**src/rtl/lcd_pkg.sv**
```systemverilog
// Shared LCD definitions: timing defaults, RS encodings and state encodings
// used by both the read path and the write/init path.
package lcd_pkg;

  // Timing defaults in 50 MHz clocks, common to both ends of the LCD bus
  localparam int unsigned LCD_T_SETUP  = 2;     // RS/RW valid to E rise (tAS)
  localparam int unsigned LCD_T_EHIGH  = 12;    // E high per nibble
  localparam int unsigned LCD_T_GAP    = 50;    // E low between nibbles / after a byte
  localparam int unsigned LCD_POLL_MAX = 1000;  // busy-flag reads before giving up
  localparam int unsigned LCD_CNT_W    = 16;    // timing counter width

  // Register select encodings
  localparam logic RS_CMD  = 1'b0;
  localparam logic RS_DATA = 1'b1;

  // Byte-level read sequencer states
  typedef enum logic [2:0] {
    ST_IDLE,
    ST_SETUP,
    ST_HI_PULSE,
    ST_HI_GAP,
    ST_LO_PULSE,
    ST_LO_GAP,
    ST_CHECK
  } rd_state_t;

  // Phases of a single nibble read
  typedef enum logic [1:0] {
    PH_IDLE,
    PH_SETUP,
    PH_PULSE,
    PH_GAP
  } nib_phase_t;

endpackage

```
**src/rtl/lcd_nibble_read.sv**
```systemverilog
// One nibble read: optional RS/RW setup wait, E high pulse with a sample of
// the data pins on the last high cycle, then E-low recovery gap.
module lcd_nibble_read
  import lcd_pkg::*;
#(
  parameter int unsigned T_SETUP = LCD_T_SETUP,
  parameter int unsigned T_EHIGH = LCD_T_EHIGH,
  parameter int unsigned T_GAP   = LCD_T_GAP,
  parameter int unsigned CNT_W   = LCD_CNT_W
) (
  input  logic       clk,
  input  logic       rst,
  input  logic       go,          // launch a nibble read (may coincide with done_c)
  input  logic       with_setup,  // precede the pulse with the setup wait
  input  logic [3:0] sf_d_in,
  output logic       lcd_e,
  output logic [3:0] nibble,
  output logic       e_rise_c,    // E rises on the next clock
  output logic       e_fall_c,    // E falls and nibble is sampled on the next clock
  output logic       done_c       // last gap cycle
);

  nib_phase_t       phase;
  logic [CNT_W-1:0] cnt;
  logic             cnt_zero;

  assign cnt_zero = (cnt == '0);
  assign e_rise_c = (phase == PH_SETUP) && cnt_zero;
  assign e_fall_c = (phase == PH_PULSE) && cnt_zero;
  assign done_c   = (phase == PH_GAP)   && cnt_zero;

  // Phase sequencing; counter reloads on every phase entry and holds at zero
  always_ff @(posedge clk or posedge rst) begin
    if (rst) begin
      phase  <= PH_IDLE;
      cnt    <= '0;
      lcd_e  <= 1'b0;
      nibble <= 4'h0;
    end else if (go) begin
      if (with_setup) begin
        phase <= PH_SETUP;
        cnt   <= CNT_W'(T_SETUP - 1);
        lcd_e <= 1'b0;
      end else begin
        phase <= PH_PULSE;
        cnt   <= CNT_W'(T_EHIGH - 1);
        lcd_e <= 1'b1;
      end
    end else begin
      unique case (phase)
        PH_SETUP: begin
          if (cnt_zero) begin
            phase <= PH_PULSE;
            cnt   <= CNT_W'(T_EHIGH - 1);
            lcd_e <= 1'b1;
          end else begin
            cnt <= cnt - CNT_W'(1);
          end
        end
        PH_PULSE: begin
          if (cnt_zero) begin
            nibble <= sf_d_in;
            lcd_e  <= 1'b0;
            phase  <= PH_GAP;
            cnt    <= CNT_W'(T_GAP - 1);
          end else begin
            cnt <= cnt - CNT_W'(1);
          end
        end
        PH_GAP: begin
          if (cnt_zero) begin
            phase <= PH_IDLE;
          end else begin
            cnt <= cnt - CNT_W'(1);
          end
        end
        default: begin
          phase <= PH_IDLE;
        end
      endcase
    end
  end

endmodule

```
**src/rtl/lcd_reader.sv**
```systemverilog
// HD44780 4-bit read transaction: two nibble reads (high first) assembled
// into a byte, with optional busy-flag polling until BF clears or times out.
module lcd_reader
  import lcd_pkg::*;
#(
  parameter int unsigned T_SETUP  = LCD_T_SETUP,
  parameter int unsigned T_EHIGH  = LCD_T_EHIGH,
  parameter int unsigned T_GAP    = LCD_T_GAP,
  parameter int unsigned POLL_MAX = LCD_POLL_MAX,
  parameter int unsigned CNT_W    = LCD_CNT_W
) (
  input  logic       clk,
  input  logic       rst,
  input  logic       start,
  input  logic       rs_in,
  input  logic       poll_in,
  input  logic [3:0] sf_d_in,
  output logic       lcd_rs,
  output logic       lcd_rw,
  output logic       lcd_e,
  output logic       bus_own,
  output logic [7:0] data_out,
  output logic       valid,
  output logic       timeout,
  output logic       ready
);

  localparam int unsigned POLL_W = $clog2(POLL_MAX + 1);

  rd_state_t         state;
  logic              poll_mode;
  logic [POLL_W-1:0] poll_cnt;
  logic [7:0]        shadow;

  logic       accept_c;
  logic       retry_c;
  logic       go_c;
  logic       with_setup_c;
  logic       e_rise_c;
  logic       e_fall_c;
  logic       done_c;
  logic [3:0] nibble;

  assign accept_c     = (state == ST_IDLE) && ready && start;
  assign retry_c      = poll_mode && shadow[7] && (poll_cnt < POLL_W'(POLL_MAX));
  // Second nibble launches straight into its E pulse at the end of the first gap
  assign go_c         = accept_c
                      | ((state == ST_HI_GAP) && done_c)
                      | ((state == ST_CHECK) && retry_c);
  assign with_setup_c = (state != ST_HI_GAP);

  lcd_nibble_read #(
    .T_SETUP (T_SETUP),
    .T_EHIGH (T_EHIGH),
    .T_GAP   (T_GAP),
    .CNT_W   (CNT_W)
  ) u_nibble (
    .clk        (clk),
    .rst        (rst),
    .go         (go_c),
    .with_setup (with_setup_c),
    .sf_d_in    (sf_d_in),
    .lcd_e      (lcd_e),
    .nibble     (nibble),
    .e_rise_c   (e_rise_c),
    .e_fall_c   (e_fall_c),
    .done_c     (done_c)
  );

  // Transaction FSM with registered pin controls and status strobes
  always_ff @(posedge clk or posedge rst) begin
    if (rst) begin
      state     <= ST_IDLE;
      poll_mode <= 1'b0;
      poll_cnt  <= '0;
      shadow    <= 8'h00;
      lcd_rs    <= RS_CMD;
      lcd_rw    <= 1'b0;
      bus_own   <= 1'b0;
      data_out  <= 8'h00;
      valid     <= 1'b0;
      timeout   <= 1'b0;
      ready     <= 1'b1;
    end else begin
      valid   <= 1'b0;
      timeout <= 1'b0;
      unique case (state)
        ST_IDLE: begin
          if (accept_c) begin
            lcd_rs    <= poll_in ? RS_CMD : rs_in;
            lcd_rw    <= 1'b1;
            bus_own   <= 1'b1;
            ready     <= 1'b0;
            poll_mode <= poll_in;
            poll_cnt  <= '0;
            state     <= ST_SETUP;
          end else begin
            ready <= 1'b1;
          end
        end
        ST_SETUP: begin
          if (e_rise_c) state <= ST_HI_PULSE;
        end
        ST_HI_PULSE: begin
          if (e_fall_c) state <= ST_HI_GAP;
        end
        ST_HI_GAP: begin
          if (done_c) begin
            shadow[7:4] <= nibble;
            state       <= ST_LO_PULSE;
          end
        end
        ST_LO_PULSE: begin
          if (e_fall_c) state <= ST_LO_GAP;
        end
        ST_LO_GAP: begin
          if (done_c) begin
            shadow[3:0] <= nibble;
            state       <= ST_CHECK;
          end
        end
        ST_CHECK: begin
          if (!poll_mode || !shadow[7]) begin
            data_out <= shadow;
            valid    <= 1'b1;
            lcd_rs   <= RS_CMD;
            lcd_rw   <= 1'b0;
            bus_own  <= 1'b0;
            state    <= ST_IDLE;
          end else if (retry_c) begin
            // Still busy: re-read with RS/RW and bus ownership held
            poll_cnt <= poll_cnt + POLL_W'(1);
            state    <= ST_SETUP;
          end else begin
            timeout <= 1'b1;
            lcd_rs  <= RS_CMD;
            lcd_rw  <= 1'b0;
            bus_own <= 1'b0;
            state   <= ST_IDLE;
          end
        end
        default: begin
          state <= ST_IDLE;
        end
      endcase
    end
  end

endmodule

```
**config.mk**
```make
export PLATFORM = sky130hd
export DESIGN_NAME = lcd_reader
export DESIGN_NICKNAME = d
export VERILOG_FILES = /design/src/rtl/lcd_pkg.sv /design/src/rtl/lcd_nibble_read.sv /design/src/rtl/lcd_reader.sv
export SDC_FILE = /design/constraint.sdc
export NUM_CORES = 1
export LEC_CHECK = 0
export CORE_ASPECT_RATIO = 1.75
export CORE_MARGIN = 3
export CORE_UTILIZATION = 50
export CTS_CLUSTER_DIAMETER = 60
export DETAILED_ROUTE_END_ITERATION = 7
export PLACE_DENSITY = 0.72
export SLEW_MARGIN = 25
export SYNTH_ARGS = -nofsm -noshare
export SYNTH_HDL_FRONTEND = slang
export SYNTH_SLANG_ARGS = --single-unit
```
**constraint.sdc**
```tcl
create_clock -name clk -period 5.4 [get_ports clk]
set_input_delay 0.81 -clock clk [delete_from_list [all_inputs] [get_ports clk]]
set_output_delay 0.81 -clock clk [all_outputs]
set_load 0.01 [all_outputs]
```
== Word-level counts from Yosys, hierarchy flattened ==
Index checks and enable logic that the tools add are counted.
Operators by class
  multiplexer cells: 43
  $lt $le $gt $ge: 1
  divide/modulo/power cells: 0
  $add $sub $neg: 2
  shifts and indexed selects: 0
  multipliers: 0
  bitwise operators: 3
  equality and inequality tests: 23
  reduce and logical (&&, ||, !) cells: 28
Operators by type and width (count)
  $mux 16: 4
  $pmux 16 s3: 1
  $mux 10: 3
  $pmux 3 s7: 1
  $pmux 10 s2: 1
  $mux 3: 6
  $mux 1: 17
  $logic_not 16->1: 1
  $ne 2x2->1 const B: 8
  $sub 16x1->16 const B: 1
  $ne 3x2->1 const B: 5
  $reduce_and 3->1: 4
  $add 10x1->10 const B: 1
  $lt 10x10->1 const B: 1
  $mux 2: 5
  $reduce_and 2->1: 5
  $eq 3x3->1 const B: 3
  $logic_and 1x1->1: 9
  $eq 3x2->1 const B: 2
  $pmux 1 s2: 3
  $pmux 2 s3: 1
  $reduce_and 6->1: 1
  $eq 2x2->1 const B: 2
  $mux 4: 1
  other kinds (12): 14
Word-level totals
  bits in read-only memories: 0
  output and inout port bits: 15
  memory bits (writable): 0
  word-level logic and storage cells: 115
  flip-flop bits (word level): 58
  latch bits: 0
  memories kept: 0
  input bits: 9

== Longest topological paths before layout ==
Gate-level depths: netlist (run 1).
  depth in word-level cells: 7
  gate-level depth with buffers: 9
  depth with buffers taken out: 7

== Cells and area by module ==
From an unflattened synthesis (run 1), not the netlist that was laid out.
Unflattened totals
  cell total of the unflattened synthesis: 298
  area, all modules: 3064.2 um^2
Modules (own cells, without submodules)
  lcd_reader: area an instance 1596.5 um^2, seq. area each 877.1 um^2, instances 1, cells an instance 144
  lcd_nibble_read: area an instance 1467.7 um^2, seq. area each 575.6 um^2, instances 1, cells an instance 154

== Worst setup path before layout (run 1) ==
Ideal clock, no wire load.
  kind: reg-to-reg
  start point: reg u_nibble.cnt[0]
  end point: reg u_nibble.nibble[0]
  library setup time: 125 ps
  period minus slack after synthesis: 1967 ps
  stages on the path, launching flop included: 9
  path buffers: 1
  data arrival time: 1843 ps
  data required time: 5275 ps
  slack: 3433 ps
  cells stage by stage: dfrtp_1 inv_1 ha_1 nor3b_2 and3_4 and3_2 buf_4 nor3_4 mux2_2
On the way
  word-level cells in the longest chain between the ends: 7
Ends and longest elaborated chain
  start: declaration: RTL line lcd_nibble_read.sv:24  | logic [CNT_W-1:0] cnt;
  start signal: assignment: RTL line lcd_nibble_read.sv:42  | cnt <= CNT_W'(T_SETUP - 1);
  start signal: assignment: RTL line lcd_nibble_read.sv:46  | cnt <= CNT_W'(T_EHIGH - 1);
  start signal: assignment: RTL line lcd_nibble_read.sv:54  | cnt <= CNT_W'(T_EHIGH - 1);
  $logic_not 16->1 *: RTL line lcd_nibble_read.sv:27  | assign cnt_zero = (cnt == '0);
  $logic_and 1x1->1: RTL line lcd_nibble_read.sv:30  | assign done_c = (phase == PH_GAP) && cnt_zero;
  $logic_and 1x1->1: RTL line lcd_reader.sv:48  | | ((state == ST_HI_GAP) && done_c)
  $or 1x1->1: RTL line lcd_reader.sv:48
  $or 1x1->1: RTL line lcd_reader.sv:49  | | ((state == ST_CHECK) && retry_c);
  $not 1->1 (no line)
  $reduce_and 3->1 (no line) *
  end signal: assignment: RTL line lcd_nibble_read.sv:62  | nibble <= sf_d_in;
  end: declaration: RTL line lcd_nibble_read.sv:17  | output logic [3:0] nibble,
Every way passes the cells marked *; elsewhere a longest branch is shown, timed or not.
A chain may end at the register's enable or synchronous reset.

== Worst setup path after layout (run 1) ==
  start point: in start
  end point: reg u_nibble.cnt[0]
On the way
  word-level cells in the longest chain between the ends: 5
  elaborated cells on any way between the ends: 7
  those cells by class: eq/ne (1); mux (1); bitwise (2); reduce/logical (3)
Ends and longest elaborated chain
  start: declaration: RTL line lcd_reader.sv:14  | input logic start,
  $logic_and 1x1->1 *: RTL line lcd_reader.sv:44  | assign accept_c = (state == ST_IDLE) && ready && start;
  $or 1x1->1 *: RTL line lcd_reader.sv:48
  $or 1x1->1 *: RTL line lcd_reader.sv:49
  $ne 3x3->1 (no line) / $reduce_bool 4->1 (equally long branches)
  $reduce_and 2->1 (no line)
  end signal: assignment: RTL line lcd_nibble_read.sv:65  | cnt <= CNT_W'(T_GAP - 1);
  end signal: assignment: RTL line lcd_nibble_read.sv:67  | cnt <= cnt - CNT_W'(1);
  end signal: assignment: RTL line lcd_nibble_read.sv:74  | cnt <= cnt - CNT_W'(1);
Marked as above.

==> results.yml, run 1 <==
global_route:
  grt_remaining_overflow: 0
  grt_pass1_wl_um: 11000
  grt_pass1_vias: 2349
  antenna_found_initial: 0
  grt_use_total_pct: 20.3
  grt_max_degree: 59
clocking:
  cts_tree: "built"
  clk_pin_slew_worst_paths_ps: 70
  cts-root-buf: "clkbuf_8"
  insertion_delay_ps: 340
  postCtsHoldBufs: 0
  cts-buffers-inserted: 9
  cts_resized: 0
  cts_sinks: 58
  postCtsSetupRepairBufs: 0
  clk_path_buf_depth: 2
  cts_max_level: 3
pwr:
  power_frac_comb_pct: 1.9
  intPower_uw: 610
  p_seq_share_pct: 55.5
  p_leak_uw: 0.00157
  power_switching_uw: 173
  ir_worst_vdd_v: 0.000180
  p_clk_share_pct: 42.6
  switching_share_pct: 22.1
  p_per_area_mw_per_mm2: 227
synthesis:
  synthFlopType: "dfrtp_1"
  synth_area_mm2: 0.00304
  synth_top_family_by_area: "simple AND/OR/NAND/NOR gates"
  synth_nets: 309
  synth-compound-area-share_pct: 16.6
  synth_enable_flop_cells: 0
  synthMuxAreaShare_pct: 6.59
  synth-simple-area-share_pct: 19.6
  synth_area_per_cell_um2: 10.3
  synthXorXnorAreaFrac_pct: 2.59
  syn_inst: 295
  async_flop_share_pct: 100
  yosys_warnings: 0
  synth_fa_ha_area_share_pct: 2.06
  ys_seq_area_share_pct: 47.8
  yosys_register_bits: 58
  ys_types: 60
floorplan:
  rows: 37
  ios: 24
  core_mm2: 0.00588
  die_area_mm2: 0.00708
  start_util_pct: 51.7
  dieHeight_um: 109
  dieWidth_um: 64.9
timing:
  skew_ps: 8.71
  rsz0062_at_grt: "no"
  drv_slew: 0
  finalHoldViolations: 0
  clock.fmax_ghz: 0.369
  tns_ps: 0
  finalSetupViolCount: 0
  fin_crit_ps: 2710
  hold_ws_ps: 479
  relSlewSlack_pct: 42.7
  min_period_over_period_pct: 50.1
  tightest_slew_ps: 852
critical_path:
  critical_path.startpoint_type: "input port"
  criticalPathCategory: "in -> reg"
  cp-end-kind: "flip-flop"
  crit_required_ps: 5630
  cp_max_fo: 16
  crit_arrival_ps: 2930
layout:
  diodes: 0
  layout_common_cells: "dfrtp_1 (57), nand2_1 (35), clkdlybuf4s50_1 (23)"
  fin_nets: 330
  drive_above_1_share_pct: 16.0
  mostFrequentLayoutCell: "dfrtp_1"
  fill_cells: 541
  areaGrowthSynthToFinish_pct: 13.5
routing:
  totalWireLength_um: 6420
  wl_per_cell_um: 16.2
  antenna_left: 0
  drc: 0
  routed_via_density: 5.82
  dr.pass1.iters: 5
  drt_iter0_drc: 193
  vias: 2309
placement:
  dpl.hpwl_um: 4510
  place.port_buffers: 23
  gp_congestion: 0.840
outcome:
  status: "finished, final reports clean"
run:
  max_cap_viol_count: 0
worst_hold_path:
  hold_path_class: "reg -> reg"
cell type report:
| cell class | instances | area, µm² | area share (%) |
|---|---|---|---|
| flip-flops and latches | 58 | 1450 | 42.1 |
| multi-input cells | 207 | 1440 | 41.8 |
| repair buffers | 24 | 238 | 6.90 |
| clock buffers | 10 | 138 | 3.99 |
| well taps | 78 | 97.6 | 2.83 |
| inverters | 16 | 60.1 | 1.74 |
| clock inverters | 4 | 20.0 | 0.581 |
cell usage after synthesis (all sizes together), types with 6 or more instances:
library cell	number	area share (%)
inv	16	2.0
nor3	9	2.0
a21oi	6	1.1
buf	11	2.4
mux2	16	5.9
dfrtp	57	47
o21ai	17	2.8
nand2	35	4.3
xnor2	6	1.7
nand3	15	3.5
nor2	21	2.8
final timing paths:
path,from,endpoint,slack [ps],cells after the start
max,start,u_nibble.cnt[0]$_DFFE_PP0P_,2690,5
min,shadow[5]$_DFFE_PP0P_,shadow[5]$_DFFE_PP0P_,480,2
max reg2reg,u_nibble.cnt[10]$_DFFE_PP0P_,u_nibble.cnt[2]$_DFFE_PP0P_,2740,5
min reg2reg,shadow[5]$_DFFE_PP0P_,shadow[5]$_DFFE_PP0P_,480,2
max in group asynchronous,rst,u_nibble.nibble[2]$_DFFE_PP0P_,3930,3
min in group asynchronous,rst,u_nibble.phase[1]$_DFFE_PP0P_,1000,3
sequential cells by signal, indices dropped and copies added, names as in the netlist, 2 cells and up:
name             count
shadow               8
state                3
poll_cnt            10
u_nibble.cnt        16
data_out             8
u_nibble.nibble      4
u_nibble.phase       2
cell families after synthesis:
family | Yosys count
AO/OA/AOI/OAI | 68
XOR/XNOR | 9
adder cells (fa/ha/maj) | 5
buffers and inverters | 30
flip-flops | 58
multiplexers | 18
AND/OR/NAND/NOR | 107
layer usage:
layer / vias to the layer above / share of wire, % / GRT usage, %
met5: - / 0 / 0
met4: 0 / 1.9 / 8.93
met3: 9 / 3.5 / 5.57
met2: 44 / 53 / 35.1
met1: 1140 / 42 / 23.2
li1: 1116 / - / -
power groups by stage:
| stage | Clock (µW) | Sequential, µW | Combinational (µW) |
|---|---|---|---|
| 3_3_place_gp | 0 | 443 | 15.6 |
| 2_1_floorplan | 0 | 443 | 6.57 |
| 4_1_cts | 344 | 435 | 15.8 |
| 5_1_grt | 359 | 434 | 17.3 |
| 6_report | 334 | 435 | 15.0 |
| 3_5_place_dp | 0 | 443 | 15.7 |
worst max-delay path: stages:
cell and delay, ps:
clkdlybuf4s50_1 420, and3_1 340, nor2_2 610, nand2_1 370
mux2_2 370
per-stage QoR:
| step | power [µW] | cell area, µm² | util, % | cells | setup slack [ps] |
|---|---|---|---|---|---|
| 6_report | 783 | 3450 | 58.6 | 397 | 2690 |
| 5_1_grt | 811 | 3450 | 58.6 | 397 | 2530 |
| 4_1_cts | 794 | 3450 | 58.6 | 397 | 2680 |
| 3_5_place_dp | 458 | 3290 | 55.9 | 383 | 2360 |
| 3_3_place_gp | 458 | 3290 | 55.9 | 383 | 2400 |
| 2_1_floorplan | 449 | 3040 | - | 295 | 3160 |
(Power assumes the default switching activity.)
==> run 2: changes to the inputs <==
clock period = 2.6 ns   (was 5.4 ns; I/O delays follow)
==> run 2 against run 1 <==
Net effect:
- critical path depth up 2
- cell area up 4.9%
- core utilization up 2.9 points
==> results.yml, run 2 (same netlist as run 1, synthesis figures left out) <==
clocking:
  cts_resized: 0
  cts_tree: "built"
  clk_path_buf_depth: 2
  postCtsHoldBufs: 0
  cts-root-buf: "clkbuf_8"
  postCtsSetupRepairBufs: 0
  clk_pin_slew_worst_paths_ps: 60
  cts_max_level: 3
  insertion_delay_ps: 340
  cts-buffers-inserted: 9
  cts_sinks: 58
critical_path:
  cpMaxStageDelayCell: "nor3b_2"
  crit_arrival_ps: 2540
  critPathMaxStageDelay_ps: 400
  critical_path.startpoint: "u_nibble.cnt[0]$_DFFE_PP0P_"
  cp_max_fo: 12
  criticalPathCategory: "reg -> reg"
  r2r_cells: 7
  cp_cell_sequence: "inv_1, ha_1, nor3b_2, and3_4, nand3_4, nor3_4, mux2_2"
  cp-end-kind: "flip-flop"
  crit_required_ps: 2820
  critical_path.startpoint_type: "flip-flop"
  r2r_start: "u_nibble.cnt[0]$_DFFE_PP0P_"
global_route:
  grt_pass1_wl_um: 11700
  grt_remaining_overflow: 0
  grt_use_total_pct: 21.7
  antenna_found_initial: 0
  grt_util_met3_pct: 5.26
  grt_max_degree: 32
  met1_usage_pct: 23.7
  grtUsageMet2_pct: 36.9
  grt_pass1_vias: 2435
  grt.busiest_layer: "met2"
timing:
  min_period_over_period_pct: 89.4
  fin_crit_ps: 2320
  tightest_slew_ps: 625
  relSlewSlack_pct: 58.3
  clock.fmax_ghz: 0.430
  tns_ps: 0
  finalSetupViolCount: 0
  finalHoldViolations: 0
  rsz0062_at_grt: "no"
  worst_slack_ps: 276
  drv_slew: 0
  skew_ps: 10.3
layout:
  layout_common_cells: "dfrtp_1 (57), nand2_1 (35), clkdlybuf4s50_1 (23)"
  areaGrowthSynthToFinish_pct: 19.0
  drive_above_1_share_pct: 19.5
  mostFrequentLayoutCell: "dfrtp_1"
  regMostFlops: "u_nibble.cnt"
  diodes: 0
  largest_reg_flops: 16
  fin_nets: 342
  top_regs: "u_nibble.cnt x16, poll_cnt x10"
routing:
  drt_iter0_drc: 118
  dr.pass1.iters: 5
  drc: 0
  antenna_left: 0
  routed_via_density: 5.92
  totalWireLength_um: 6750
  vias: 2432
  wl_per_cell_um: 16.4
pwr:
  ir_worst_vdd_v: 0.000306
  p_leak_uw: 0.00165
  p_per_area_mw_per_mm2: 508
floorplan:
  ios: 24
  dieWidth_um: 64.9
  dieHeight_um: 109
  rows: 37
  die_area_mm2: 0.00708
  core_mm2: 0.00588
  start_util_pct: 51.7
worst_hold_path:
  hold_path_class: "in -> async"
placement:
  preCtsSetupSlack_ps: 306
  dpl.hpwl_um: 4970
  place.port_buffers: 23
  gp_congestion: 0.859
run:
  max_cap_viol_count: 0
outcome:
  status: "finished, final reports clean"
==> run 2: report_power, final <==
part	switching, µW	leakage (µW)	internal [µW]
clock network	355	0.000108	547
logic	19.8	0.000785	13.8
registers	0	0.000760	902
==> run 2: worst max-delay path, delay by kind of cell (launching register included) <==
kind                     cells  cell delay [ps]
multiplexers                 1              370
flip-flops                   1              390
AND/OR/NAND/NOR              4             1150
buffers and inverters        1               90
adder cells (fa/ha/maj)      1              190
==> run 2: area by class of cell <==
type / instances / area [µm²]
repair buffers: 36 / 340
flip-flops and latches: 58 / 1450
multi-input cells: 207 / 1440
clock inverters: 3 / 45.0
inverters: 16 / 60.1
fillers: 504 / 2260
well taps: 78 / 97.6
clock buffers: 13 / 179
==> run 2: path summary, 6_finish.rpt <==
kind,slack (ps),end
max reg2reg,280,u_nibble.nibble[2]$_DFFE_PP0P_
max,280,u_nibble.nibble[2]$_DFFE_PP0P_
min,450,timeout$_DFF_PP0_
max in group asynchronous,1580,u_nibble.cnt[7]$_DFFE_PP0P_
min in group clk,480,shadow[4]$_DFFE_PP0P_
min reg2reg,480,shadow[4]$_DFFE_PP0P_
==> run 2: layer usage <==
metal	wire [µm]	part of all wire [%]	vias to the layer above
met2	3590	53	79
met4	290	4.3	0
met3	301	4.5	24
met5	0	0	-
li1	-	-	1144
met1	2570	38	1185
==> run 2: stage by stage <==
step / hold WS [ps] / utilization (%) / total power (µW) / cell area, µm² / std cells
after floorplan: 442 / - / 933 / 3040 / 295
after global routing: 485 / 61.5 / 1900 / 3620 / 411
after global placement: 467 / 57.7 / 954 / 3390 / 395
after detailed placement: 473 / 57.7 / 954 / 3390 / 395
final: 451 / 61.5 / 1840 / 3620 / 411
after CTS: 455 / 61.5 / 1860 / 3620 / 411
